==> src/rtl/alu_op_sequencer.sv <==
`default_nettype none
// ============================================================================
// Module   : alu_op_sequencer
// Brief    : Multi-cycle controller for the ALU_8 datapath. Accepts one
//            instruction at a time, reads operands from a 4 x 8-bit register
//            file, holds them on the ALU for SETTLE_CYCLES, then writes back
//            the result and the Z/N/V flags and returns a response.
//            Optional macro ALU_SEQ_STATS_EN adds the stat_ops/stat_ovf
//            counters.
// Revision : 1.0 - initial release
// ============================================================================
module alu_op_sequencer #(
   parameter int SETTLE_CYCLES = 1
) (
   input  logic       clk,
   input  logic       rst_n,
   input  logic       instr_valid,
   output logic       instr_ready,
   input  logic       instr_ld,
   input  logic [3:0] instr_op,
   input  logic [1:0] instr_rd,
   input  logic [1:0] instr_ra,
   input  logic [1:0] instr_rb,
   input  logic [7:0] instr_imm,
   output logic [7:0] alu_a,
   output logic [7:0] alu_b,
   output logic [3:0] alu_op,
   input  logic [7:0] alu_result,
   input  logic       alu_overflow,
   output logic       rsp_valid,
   input  logic       rsp_ready,
   output logic [7:0] rsp_data,
   output logic [2:0] rsp_flags
`ifdef ALU_SEQ_STATS_EN
   ,
   output logic [15:0] stat_ops,
   output logic [7:0]  stat_ovf
`endif
);

   // Settle time must fit the 4-bit counter and be at least one cycle.
   generate
      if (SETTLE_CYCLES < 1 || SETTLE_CYCLES > 15) begin : g_settle_range_err
         $error("alu_op_sequencer: SETTLE_CYCLES must be in 1..15");
      end
   endgenerate

   localparam logic [3:0] SETTLE_W = SETTLE_CYCLES[3:0];

   typedef enum logic [2:0] {
      RST_WAIT = 3'd0,
      IDLE     = 3'd1,
      ISSUE    = 3'd2,
      CAPTURE  = 3'd3,
      RESP     = 3'd4
   } state_t;

   state_t          state_q, state_d;
   logic [3:0]      cnt_q, cnt_d;
   logic [1:0]      rd_q, rd_d;
   logic            ld_q, ld_d;
   logic [7:0]      alu_a_q, alu_a_d;
   logic [7:0]      alu_b_q, alu_b_d;
   logic [3:0]      alu_op_q, alu_op_d;
   logic [3:0][7:0] regs_q, regs_d;
   logic [7:0]      rsp_data_q, rsp_data_d;
   logic [2:0]      flags_q, flags_d;

   // Next-state, datapath updates and handshake outputs.
   always_comb begin
      state_d     = state_q;
      cnt_d       = cnt_q;
      rd_d        = rd_q;
      ld_d        = ld_q;
      alu_a_d     = alu_a_q;
      alu_b_d     = alu_b_q;
      alu_op_d    = alu_op_q;
      regs_d      = regs_q;
      rsp_data_d  = rsp_data_q;
      flags_d     = flags_q;
      instr_ready = 1'b0;
      rsp_valid   = 1'b0;
      case (state_q)
         RST_WAIT: state_d = IDLE;
         IDLE: begin
            instr_ready = 1'b1;
            if (instr_valid) begin
               rd_d = instr_rd;
               ld_d = instr_ld;
               if (instr_ld) begin
                  // Immediate load completes on the accept edge; ALU untouched.
                  regs_d[instr_rd] = instr_imm;
                  rsp_data_d       = instr_imm;
                  state_d          = RESP;
               end else begin
                  // Operands are read here, so aliasing rd with ra/rb is safe.
                  alu_a_d  = regs_q[instr_ra];
                  alu_b_d  = regs_q[instr_rb];
                  alu_op_d = instr_op;
                  cnt_d    = 4'd1;
                  state_d  = ISSUE;
               end
            end
         end
         ISSUE: begin
            if (cnt_q == SETTLE_W) begin
               regs_d[rd_q] = alu_result;
               rsp_data_d   = alu_result;
               flags_d      = {(alu_result == 8'h00), alu_result[7], alu_overflow};
               state_d      = CAPTURE;
            end else begin
               cnt_d = cnt_q + 4'd1;
            end
         end
         CAPTURE: state_d = RESP;
         RESP: begin
            rsp_valid = 1'b1;
            if (rsp_ready) begin
               state_d = IDLE;
            end
         end
         default: state_d = RST_WAIT;
      endcase
   end

   // State and datapath registers; reset drops any in-flight work.
   always_ff @(posedge clk or negedge rst_n) begin
      if (!rst_n) begin
         state_q    <= RST_WAIT;
         cnt_q      <= 4'd0;
         rd_q       <= 2'd0;
         ld_q       <= 1'b0;
         alu_a_q    <= 8'h00;
         alu_b_q    <= 8'h00;
         alu_op_q   <= 4'h0;
         regs_q     <= '0;
         rsp_data_q <= 8'h00;
         flags_q    <= 3'b000;
      end else begin
         state_q    <= state_d;
         cnt_q      <= cnt_d;
         rd_q       <= rd_d;
         ld_q       <= ld_d;
         alu_a_q    <= alu_a_d;
         alu_b_q    <= alu_b_d;
         alu_op_q   <= alu_op_d;
         regs_q     <= regs_d;
         rsp_data_q <= rsp_data_d;
         flags_q    <= flags_d;
      end
   end

   assign alu_a     = alu_a_q;
   assign alu_b     = alu_b_q;
   assign alu_op    = alu_op_q;
   assign rsp_data  = rsp_data_q;
   assign rsp_flags = flags_q;

`ifdef ALU_SEQ_STATS_EN
   logic [15:0] stat_ops_q;
   logic [7:0]  stat_ovf_q;

   // Saturating counters of completed responses and overflowing ALU ops.
   always_ff @(posedge clk or negedge rst_n) begin
      if (!rst_n) begin
         stat_ops_q <= 16'h0000;
         stat_ovf_q <= 8'h00;
      end else if (state_q == RESP && rsp_ready) begin
         if (stat_ops_q != 16'hFFFF) begin
            stat_ops_q <= stat_ops_q + 16'd1;
         end
         if (!ld_q && flags_q[0] && stat_ovf_q != 8'hFF) begin
            stat_ovf_q <= stat_ovf_q + 8'd1;
         end
      end
   end

   assign stat_ops = stat_ops_q;
   assign stat_ovf = stat_ovf_q;
`endif

endmodule
`default_nettype wire

==> config.mk <==
export PLATFORM = sky130hd
export DESIGN_NAME = alu_op_sequencer
export DESIGN_NICKNAME = d
export VERILOG_FILES = /design/src/rtl/alu_op_sequencer.sv
export SDC_FILE = /design/constraint.sdc
export NUM_CORES = 1
export LEC_CHECK = 0
export ABC_AREA = 1
export BUFFER_PORTS_ARGS = -buffer_cell sky130_fd_sc_hd__buf_2
export CAP_MARGIN = 20
export CORE_AREA = 2 2 88 90
export CTS_CLUSTER_DIAMETER = 100
export DETAILED_ROUTE_END_ITERATION = 16
export DIE_AREA = 0 0 90 92
export PLACE_DENSITY = 0.84
export SYNTH_ARGS = -nofsm -noshare
export SYNTH_HDL_FRONTEND = slang
export SYNTH_SLANG_ARGS = --single-unit
export TNS_END_PERCENT = 50
==> constraint.sdc <==
create_clock -name clk -period 5.1 [get_ports clk]
set_clock_uncertainty 0.2 [all_clocks]
set_input_delay 1.275 -clock clk [delete_from_list [all_inputs] [get_ports clk]]
set_output_delay 1.275 -clock clk [all_outputs]
set_load 0.01 [all_outputs]
==> load_flow_metrics.sql <==
INSERT INTO impl_metrics (metric_group, metric, value, unit) VALUES
('timing', 'setup_viol_count_final', '0', ''),
('route', 'via_count', '4496', ''),
('clock_tree', 'ctsResizeCount', '0', ''),
('floorplan', 'die-height', '92', 'microns'),
('power_and_ir_drop', 'areal_power_density_over_the_cells', '471', 'nW/um^2'),
('floorplan', 'placement_rows', '32', ''),
('worst_setup_path', 'end_kind', 'flip-flop', ''),
('worst_setup_path', 'cp.required', '5200', 'ps'),
('worst_setup_path', 'path_class', 'in -> reg', ''),
('clock_tree', 'clock-root-buffer', 'clkbuf_8', ''),
('timing', 'drv_slew', '0', ''),
('clock_tree', 'cts_post_setup_buffers_inserted', '0', ''),
('layout', 'filler_instances', '705', ''),
('layout', 'finalNetCount', '745', ''),
('timing', 'final.period_utilization', '53.7', '%'),
('global_route', 'antenna_found_initial', '0', ''),
('timing', 'tightestPinTransition', '894', 'ps'),
('floorplan', 'core', '7450', 'sq um'),
('route', 'drtAntennaViolNets', '0', ''),
('place', 'io_buffer_count', '64', ''),
('synth', 'post_synth_edffs', '0', ''),
('worst_setup_path', 'startpoint_type', 'input port', ''),
('floorplan', 'die_area', '8280', 'sq um'),
('clock_tree', 'post_cts_hold_buffer_count', '0', ''),
('synth', 'synth_area', '4410', 'sq um'),
('synth', 'syn_avg_cell_area', '6.68', 'sq um'),
('route', 'detail_route.iter0.violations', '410', ''),
('global_route', 'grt_pass1_wl', '19700', 'microns'),
('global_route', 'global_route.usage.total', '29.6', '%'),
('worst_setup_path', 'cp_max_fo', '22', ''),
('synth', 'synth.yosys.seq_area_share', '40.8', '%'),
('timing', 'maxSlewHeadroom', '40.4', '%'),
('route', 'drt_drc_violations_left', '0', ''),
('global_route', 'first_global_vias', '4228', ''),
('synth', 'yosysMostFrequentCell', 'nand2_1', ''),
('clock_tree', 'cts_tree', 'yes', ''),
('job', 'cap_violations', '0', ''),
('layout', 'layout.cell_area.non_filler', '4900', 'sq um'),
('worst_setup_path', 'timing.critical_path.slowest_cell_delay', '630', 'ps'),
('synth', 'synth_seq_cells', '72', ''),
('clock_tree', 'h_tree_lvl_count', '3', ''),
('clock_tree', 'clk_path_buf_depth', '2', ''),
('floorplan', 'starting_density_of_the_core', '59.3', '%'),
('clock_tree', 'clock_insertion_delay_worst_skew', '360', 'ps'),
('timing', 'fin_worst_hold_slack', '271', 'ps'),
('floorplan', 'floorplan.die.width', '90', 'microns'),
('timing', 'clock.fmax', '365', 'MHz'),
('global_route', 'globalRoute.totalOverflow', '0', ''),
('clock_tree', 'numCtsBuffers', '9', ''),
('synth', 'synthesis.yosys.warnings', '0', ''),
('clock_tree', 'clock-sinks', '72', ''),
('route', 'wl', '11600', 'microns'),
('timing', 'finalSetupTns', '0', 'ps'),
('status', 'outcome', 'completed', ''),
('route', 'detail_route.vias_per_cell', '5.50', ''),
('route', 'drt_pass1_iterations', '5', ''),
('synth', 'commonest_cells_post_synth', 'nand2_1, nor2_1, dfrtp_1, o21ai_0, inv_1', ''),
('global_route', 'maximum_number_of_pins_on_one_net_before_global_route_repair', '47', ''),
('place', 'dp_hpwl', '8160', 'microns'),
('clock_tree', 'cts.clk_slew.worst_paths', '90', 'ps'),
('worst_setup_path', 'worst_ep_arrival_time', '2840', 'ps'),
('layout', 'diodes', '0', ''),
('hold_path', 'worst_hold_path_type', 'reg -> reg', ''),
('worst_setup_path', 'cp_cell_instances', 'buf_2 > nor2_1 > nand2_1 > inv_1 > nand2_1 > nand2_1', ''),
('timing', 'post-route-min-period', '2740', 'ps'),
('floorplan', 'io_pins', '65', ''),
('worst_setup_path', 'critPathMostFrequentCell', 'nand2_1', ''),
('power_and_ir_drop', 'worst_ir_drop_vdd', '0.000373', 'V'),
('power_and_ir_drop', 'leakagePower', '0.00278', 'uW'),
('synth', 'synth_largest_type_area_fraction', '40.8', '%'),
('synth', 'ys_types', '26', ''),
('synth', 'dominantRegCellSynth', 'dfrtp_1', ''),
('synth', 'synth-async-reset-ratio', '100', '%'),
('place', 'gp_weighted_congestion', '0.899', ''),
('timing', 'finalHoldViolCount', '0', ''),
('route', 'wl_per_cell', '14.1', 'microns'),
('synth', 'synthesis.instances', '661', ''),
('synth', 'yosys-top-cells-area', 'dfrtp_1, nand2_1, nor2_1', ''),
('worst_setup_path', 'critical_path.slowest_cell', 'inv_1', ''),
('timing', 'setup_repair_after_global_routing_missed_its_margin', 'false', ''),
('synth', 'synth.largest_area_cell', 'dfrtp_1', ''),
('layout', 'post_route_cells_drive_above_1_share', '14.0', '%'),
('layout', 'area.growth.synth_to_final', '11.1', '%'),
('place', 'placement.cell_area', '4730', 'sq um'),
('synth', 'synthesized_netlist_net_count', '695', '');
## through the flow
stage / cells / worst slack, ps / util (%) / total power [uW]
3_3_place_gp: 802 / 2070 / 63.5 / 1830
5_1_grt: 818 / 2170 / 65.9 / 2490
4_1_cts: 818 / 2360 / 65.9 / 2310
3_5_place_dp: 802 / 1990 / 63.5 / 1880
6_report: 818 / 2360 / 65.9 / 2310
2_1_floorplan: 661 / 2710 / - / 1610
## per-layer routing
layer	vias up	track usage, %	wire length, microns
met5	-	0	0
met4	0	15.3	487
met3	38	4.85	828
met2	213	48.2	5370
met1	2033	38.5	4880
li1	2212	-	-
## state kept, by name (all words and copies together) (netlist names), 3 cells and up
register   flops
state_q        3
rsp_data       8
alu_a          8
cnt_q          4
rsp_flags      3
alu_b          8
alu_op         4
regs_q        32
## critical path, delay by kind of cell
kind	cells	cell delay [ps]
buf+inv	2	740
simple gates	4	800
## cell usage in the layout, fill, tap and decap left out, drive strengths merged
master,netlist,final
xor2,2,2
buf,19,67
nor2,89,89
nand2,284,284
o21a,1,1
o22ai,2,2
nand3,17,17
o21ai,63,63
clkinvlp,0,2
o31ai,1,1
inv,47,49
nor3,1,1
ha,2,2
clkinv,0,3
clkbuf,9,9
nand4,34,34
o21bai,2,2
dfrtp,72,72
a21oi,16,16
## cell families after synthesis
logic type      Yosys count  synth area share (%)
simple gates            425                  40.6
compound gates           85                  10.0
buf+inv                  75                  7.57
flops                    72                  40.8
xor+xnor                  2                 0.397
fa+ha+maj                 2                 0.567
## cell type report
type	instances	area (sq um)	share of cell area (%)
clock buffers	9	124	2.53
well taps	102	128	2.60
inverters	47	176	3.60
multi-input cells	514	2280	46.4
clock inverters	7	55.1	1.12
flip-flops and latches	72	1800	36.7
repair buffers	67	343	6.99
## final timing paths
check	start	endpoint	slack, ps	depth (start not counted)
max	instr_ld	alu_b[3]$_DFFE_PN0P_	2360	6
min	rsp_data[3]$_DFFE_PN0P_	rsp_data[3]$_DFFE_PN0P_	270	2
max reg2reg	state_q[0]$_DFFE_PN0P_	rsp_data[6]$_DFFE_PN0P_	2560	7
min reg2reg	rsp_data[3]$_DFFE_PN0P_	rsp_data[3]$_DFFE_PN0P_	270	2
max in group asynchronous	rst_n	regs_q[18]$_DFFE_PN0P_	2920	2
min in group asynchronous	rst_n	rsp_data[6]$_DFFE_PN0P_	830	1
## report_power, final
part,switching [uW],internal (uW)
clock,246,181
combinational,668,304
sequential,143,770
No activity file was read; power rests on OpenSTA's default activity.
